--- src/rtl/uart_pkg.sv ---
// Shared types and constants for the UART register-path receiver.
package uart_pkg;

    typedef enum logic [1:0] {
        IDLE,
        START,
        DATA,
        STOP
    } uart_state_e;

    localparam int UART_CLKS_PER_BIT_DEF = 16;
    localparam int UART_IDLE_BITS_DEF    = 32;
    localparam int UART_ADDR_W           = 4;

endpackage

--- src/rtl/sync_2ff.sv ---
// Two-flop synchroniser for an asynchronous level; resets to 1 (idle line).
module sync_2ff (
    input  logic clk,
    input  logic rst_n,
    input  logic d_i,
    output logic q_o
);

    logic meta_q;
    logic sync_q;

    always_ff @(posedge clk or negedge rst_n) begin
        if (!rst_n) begin
            meta_q <= 1'b1;
            sync_q <= 1'b1;
        end else begin
            meta_q <= d_i;
            sync_q <= meta_q;
        end
    end

    assign q_o = sync_q;

endmodule

--- src/rtl/uart_receiver.sv ---
// 8N1 oversampling receiver with auto-incrementing 4-bit address, reset by line-idle gaps.
// Stop-bit checking and frame_err are enabled by defining UART_FRAME_CHECK_EN.
module uart_receiver
    import uart_pkg::*;
#(
    parameter int CLKS_PER_BIT = UART_CLKS_PER_BIT_DEF,
    parameter int IDLE_BITS    = UART_IDLE_BITS_DEF
) (
    input  logic                   clk,
    input  logic                   rst_n,
    input  logic                   rx,
    output logic [UART_ADDR_W-1:0] uart_addr,
    output logic [7:0]             uart_data,
    output logic                   uart_ready,
    output logic                   frame_err
);

    localparam int BIT_CNT_W  = $clog2(CLKS_PER_BIT);
    localparam int IDLE_MAX   = IDLE_BITS * CLKS_PER_BIT;
    localparam int IDLE_CNT_W = $clog2(IDLE_MAX + 1);

    localparam logic [BIT_CNT_W-1:0]  HALF_M1    = BIT_CNT_W'(CLKS_PER_BIT / 2 - 1);
    localparam logic [BIT_CNT_W-1:0]  FULL_M1    = BIT_CNT_W'(CLKS_PER_BIT - 1);
    localparam logic [IDLE_CNT_W-1:0] IDLE_MAX_C = IDLE_CNT_W'(IDLE_MAX);

    logic                   rx_s;
    logic                   rx_prev_q;
    uart_state_e            state_q,     state_d;
    logic [BIT_CNT_W-1:0]   bit_cnt_q,   bit_cnt_d;
    logic [2:0]             bit_idx_q,   bit_idx_d;
    logic [7:0]             shift_q,     shift_d;
    logic [IDLE_CNT_W-1:0]  idle_cnt_q,  idle_cnt_d;
    logic [UART_ADDR_W-1:0] next_addr_q, next_addr_d;
    logic [UART_ADDR_W-1:0] addr_q,      addr_d;
    logic [7:0]             data_q,      data_d;
    logic                   ready_q,     ready_d;
    logic                   ferr_q,      ferr_d;
    logic                   commit;

    sync_2ff u_rx_sync (
        .clk   (clk),
        .rst_n (rst_n),
        .d_i   (rx),
        .q_o   (rx_s)
    );

    always_ff @(posedge clk or negedge rst_n) begin
        if (!rst_n) begin
            rx_prev_q   <= 1'b1;
            state_q     <= IDLE;
            bit_cnt_q   <= '0;
            bit_idx_q   <= '0;
            shift_q     <= '0;
            idle_cnt_q  <= '0;
            next_addr_q <= '0;
            addr_q      <= '0;
            data_q      <= '0;
            ready_q     <= 1'b0;
            ferr_q      <= 1'b0;
        end else begin
            rx_prev_q   <= rx_s;
            state_q     <= state_d;
            bit_cnt_q   <= bit_cnt_d;
            bit_idx_q   <= bit_idx_d;
            shift_q     <= shift_d;
            idle_cnt_q  <= idle_cnt_d;
            next_addr_q <= next_addr_d;
            addr_q      <= addr_d;
            data_q      <= data_d;
            ready_q     <= ready_d;
            ferr_q      <= ferr_d;
        end
    end

    always_comb begin
        state_d     = state_q;
        bit_cnt_d   = bit_cnt_q;
        bit_idx_d   = bit_idx_q;
        shift_d     = shift_q;
        idle_cnt_d  = idle_cnt_q;
        next_addr_d = next_addr_q;
        addr_d      = addr_q;
        data_d      = data_q;
        ready_d     = ready_q;
        ferr_d      = 1'b0;
        commit      = 1'b0;

        unique case (state_q)
            IDLE: begin
                // Edge detect needs a high previous sample, so after a low stop bit
                // the line must return high before a new frame is accepted.
                if (rx_prev_q && !rx_s) begin
                    state_d   = START;
                    bit_cnt_d = '0;
                end else if (rx_s && idle_cnt_q != IDLE_MAX_C) begin
                    idle_cnt_d = idle_cnt_q + IDLE_CNT_W'(1);
                end
                if (idle_cnt_q == IDLE_MAX_C) begin
                    next_addr_d = '0;
                end
            end
            START: begin
                if (bit_cnt_q == HALF_M1) begin
                    bit_cnt_d  = '0;
                    idle_cnt_d = '0;
                    if (!rx_s) begin
                        ready_d   = 1'b0;
                        bit_idx_d = '0;
                        state_d   = DATA;
                    end else begin
                        state_d = IDLE;
                    end
                end else begin
                    bit_cnt_d = bit_cnt_q + BIT_CNT_W'(1);
                end
            end
            DATA: begin
                if (bit_cnt_q == FULL_M1) begin
                    bit_cnt_d = '0;
                    shift_d   = {rx_s, shift_q[7:1]};
                    if (bit_idx_q == 3'd7) begin
                        state_d = STOP;
                    end else begin
                        bit_idx_d = bit_idx_q + 3'd1;
                    end
                end else begin
                    bit_cnt_d = bit_cnt_q + BIT_CNT_W'(1);
                end
            end
            STOP: begin
                if (bit_cnt_q == FULL_M1) begin
                    bit_cnt_d = '0;
                    state_d   = IDLE;
`ifdef UART_FRAME_CHECK_EN
                    commit = rx_s;
                    ferr_d = !rx_s;
`else
                    commit = 1'b1;
`endif
                end else begin
                    bit_cnt_d = bit_cnt_q + BIT_CNT_W'(1);
                end
            end
            default: state_d = IDLE;
        endcase

        if (commit) begin
            data_d      = shift_q;
            addr_d      = next_addr_q;
            next_addr_d = next_addr_q + UART_ADDR_W'(1);
            ready_d     = 1'b1;
        end
    end

    assign uart_addr  = addr_q;
    assign uart_data  = data_q;
    assign uart_ready = ready_q;
    assign frame_err  = ferr_q;

endmodule

--- config.mk ---
export PLATFORM = sky130hd
export DESIGN_NAME = uart_receiver
export DESIGN_NICKNAME = d
export VERILOG_FILES = /design/src/rtl/uart_pkg.sv /design/src/rtl/sync_2ff.sv /design/src/rtl/uart_receiver.sv
export SDC_FILE = /design/constraint.sdc
export NUM_CORES = 1
export LEC_CHECK = 0
export ABC_AREA = 0
export CORE_MARGIN = 1
export CORE_UTILIZATION = 55
export DETAILED_ROUTE_END_ITERATION = 6
export PLACE_DENSITY = 0.73
export SYNTH_ARGS = -nofsm -noshare
export SYNTH_HDL_FRONTEND = slang
export SYNTH_SLANG_ARGS = --single-unit
--- constraint.sdc ---
create_clock -name clk -period 2 [get_ports clk]
set_input_delay 0.2 -clock clk [delete_from_list [all_inputs] [get_ports clk]]
set_output_delay 0.2 -clock clk [all_outputs]
set_load 0.01 [all_outputs]
==> impl_metrics.csv <==
group,metric,value,unit
setup_path,cpMaxStageDelayCell,"or4_1",
setup_path,worstPathMaxFanout,13,
pwr,combPwrFrac,0.231,
routing,drt_iter0_drc,149,
logic_synthesis,ys_seq_area_frac,0.5227,
global_route,grt_pass1_vias,1475,
clock_network,root_buffer,"clkbuf_8",
sta,setup_viol_count_final,0,
clock_network,cts_buffers,5,
sta,relSlewSlack,0.6209,
sta,fmax,545.5,MHz
clock_network,cts.clk_slew.worst_paths,0.08,ns
setup_path,required,2.23,ns
clock_network,htree_levels,2,
logic_synthesis,synth_top_area_share,0.4878,
setup_path,worstPathCellList,"ha_2 > nand4b_1 > a21o_2 > or4_1 > a21oi_1",
run_status,status,"complete, no violations",
pwr,leakagePower,0.001165,uW
sta,fin_hold_ws,0.3058,ns
routing,routed_wirelength,3882,um
routing,drc,0,
global_route,antenna_found_initial,0,
cells_and_area,layout-drive-gt1-share,0.2254,
pwr,clockPowerShare,0.279,
setup_path,crit_buf_inv,0,
placement,pre_cts_ws,0.1453,ns
global_route,overflow,0,
pwr,power_density,959.0,nW/um^2
sta,hold_viol,0,
pwr,p_int,1674,uW
logic_synthesis,ys_types,44,
sta,finClkSkew,0.01211,ns
sta,fin_crit_sh,0.9166,
floorplan,rows,22,
clock_network,cts.sinks,47,
logic_synthesis,syn_area,2257,um^2
placement,port_buffers,15,
placement,gp_congestion,0.8358,
floorplan,io_pins,17,
clock_network,cts_tree,"built",
pwr,finalPower,2458,uW
logic_synthesis,syn-num-nets,206,
logic_synthesis,syn_area_per_cell,11.46,um^2
setup_path,crit_arrival,2.07,ns
sta,rsz0062_at_grt,"no",
setup_path,crit_path_end_kind,"register",
logic_synthesis,syn_inst,197,
clock_network,clk_latency,0.31,ns
routing,vias_per_cell,5.881,
clock_network,cts_setup_buffers,0,
global_route,grtUsageTotal,0.2038,
sta,fin_crit,1.833,ns
routing,firstDrtPassIters,4,
pwr,power.net_switching,783.7,uW
routing,num_vias,1535,
sta,setup_ws,0.1669,ns
pwr,seqPwrFrac,0.491,
floorplan,start_util,0.5942,
clock_network,cts_buffer_depth,2,
cells_and_area,fin_util,0.6746,
placement,hpwl,2706,um
cells_and_area,area_delta_synth_final,13.53,%
pwr,swShare,0.3189,
routing,wire_per_inst,14.87,um
logic_synthesis,synth-warning-count,0,
cells_and_area,diodes,0,
floorplan,die_y,66.06,um
routing,ant_nets,0,
pwr,vdd_ir_drop_max,0.0006454,V
global_route,grt_pass1_wl,6589,um
floorplan,die_area,4364,um^2
setup_path,cpPeakStageDelay,0.51,ns
logic_synthesis,ys_ff_latch,47,
global_route,grt_max_degree,48,
run,cap_violations,0,
setup_path,cp-start-kind,"register",
cells_and_area,fin_nets,221,
floorplan,die_w,66.06,um
sta,tightest_slew,0.5686,ns
logic_synthesis,synth.top_cells.by_area,"dfrtp_1 (49%), mux2_2 (12%), dfstp_2 (3.5%), ha_1 (3.3%), o21ai_0 (2.7%)",
setup_path,crit_type,"reg -> reg",
floorplan,core,3799,um^2
sta,setup_tns,0,ns
worst_hold_path,hp-class,"in -> reg",
setup_path,cpLargestDelayFamily,"simple AND/OR/NAND/NOR gates",
sta,drv_slew,0,
logic_synthesis,yosysTopAreaCell,"dfrtp_1",
[kinds of logic (layout without fill, tap and decap cells)]
logic type,Yosys count,in the layout,synth area share
and+or+nand+nor,52,52,0.1391
DFF,47,47,0.5227
AOI/OAI and AO/OA,44,44,0.1242
muxes,26,26,0.1286
buffers and inverters,19,35,0.04268
adders and majority gates,6,6,0.03326
xor gates and xnor gates,2,2,0.007762
other,1,1,0.001661
[sequential cells by signal (all words and copies together), names as in the netlist, named ones only]
signal and count:
bit_cnt_q 4, bit_idx_q 3, idle_cnt_q 10, next_addr_q 4
rx_prev_q 1, shift_q 8, state_q 1, u_rx_sync.meta_q 1
u_rx_sync.q_o 1, uart_addr 4, uart_data 8, uart_ready 1
[routing by layer]
layer | global-route usage | up-vias | wire length, um
met1 | 0.2671 | 752 | 1833
met5 | 0 | - | 0
li1 | - | 747 | -
met2 | 0.3176 | 29 | 1850
met4 | 0.1064 | 0 | 85
met3 | 0.04138 | 7 | 113
[worst paths after layout]
check	from	endpoint	slack, ns	cells after the start
worst min register to register	u_rx_sync.meta_q	u_rx_sync.q_o	0.37	0
min in group asynchronous	rst_n	next_addr_q[3]	0.51	3
worst min-delay path	rx	u_rx_sync.meta_q	0.31	1
worst max register to register	bit_cnt_q[0]	idle_cnt_q[9]	0.17	5
worst max-delay path	bit_cnt_q[0]	idle_cnt_q[9]	0.17	5
max in group asynchronous	rst_n	u_rx_sync.meta_q	1.10	3
[power groups by stage]
stage          clock [uW]  sequential, uW  combinational (uW)
5_1_grt               731            1220                 647
2_1_floorplan           0            1130                 533
3_5_place_dp            0            1220                 558
4_1_cts               703            1200                 563
3_3_place_gp            0            1210                 541
6_report              685            1210                 567
[synthesized netlist by cell type, drive strengths merged]
cell    instances
dfrtp          44
mux2           24
o21ai          12
a21oi           9
nor2            9
buf             8
nand3           8
o31ai           8
ha              6
inv             6
nand2           6
clkbuf          5
nor3            5
a31oi           4
nor2b           4
a22o            3
and3            3
dfstp           3
nand4           3
or4             3
a21o            2
a41oi           2
and3b           2
mux2i           2
nand2b          2
xnor2           2
a211oi          1
a31o            1
and4            1
conb            1
nand4b          1
nor3b           1
nor4b           1
nor4bb          1
o21a            1
o21bai          1
or2             1
or3             1
[cells in the final DEF, fill, tap and decap left out, types with 2 or more instances in the layout]
master,instances
o31ai_1,8
nor2_1,8
nand4_1,3
inv_1,6
clkdlybuf4s50_1,14
xnor2_1,2
clkbuf_8,5
a22o_1,3
nor2b_1,4
a41oi_1,2
mux2_2,24
buf_4,4
nand2_1,6
mux2i_1,2
dfstp_2,3
and3b_1,2
nand3_1,8
and3_1,3
or4_1,3
nor3_1,4
a31oi_1,4
ha_1,5
a21oi_1,9
dfrtp_1,44
o21ai_0,12
[cell type report]
type	count	area, um^2
well taps	48	60.06
clock inverters	2	37.54
multi-input cells	131	984.7
flip-flops and latches	47	1180
clock buffers	6	72.57
fillers	284	1236
inverters	6	22.52
repair buffers	21	205.2
[metrics by stage]
stage	cells	instance area [um^2]
finish	261	2562
global route	261	2562
CTS	261	2559
detailed placement	252	2439
global placement	252	2439
floorplan	197	2257
[what timing repair did]
item                       CTS  global route
hold buffers                 1             0
setup endpoints to repair    0             3
resized for setup            0             2
hold endpoints to repair    44             0
Power figures use the tool's default switching activity.
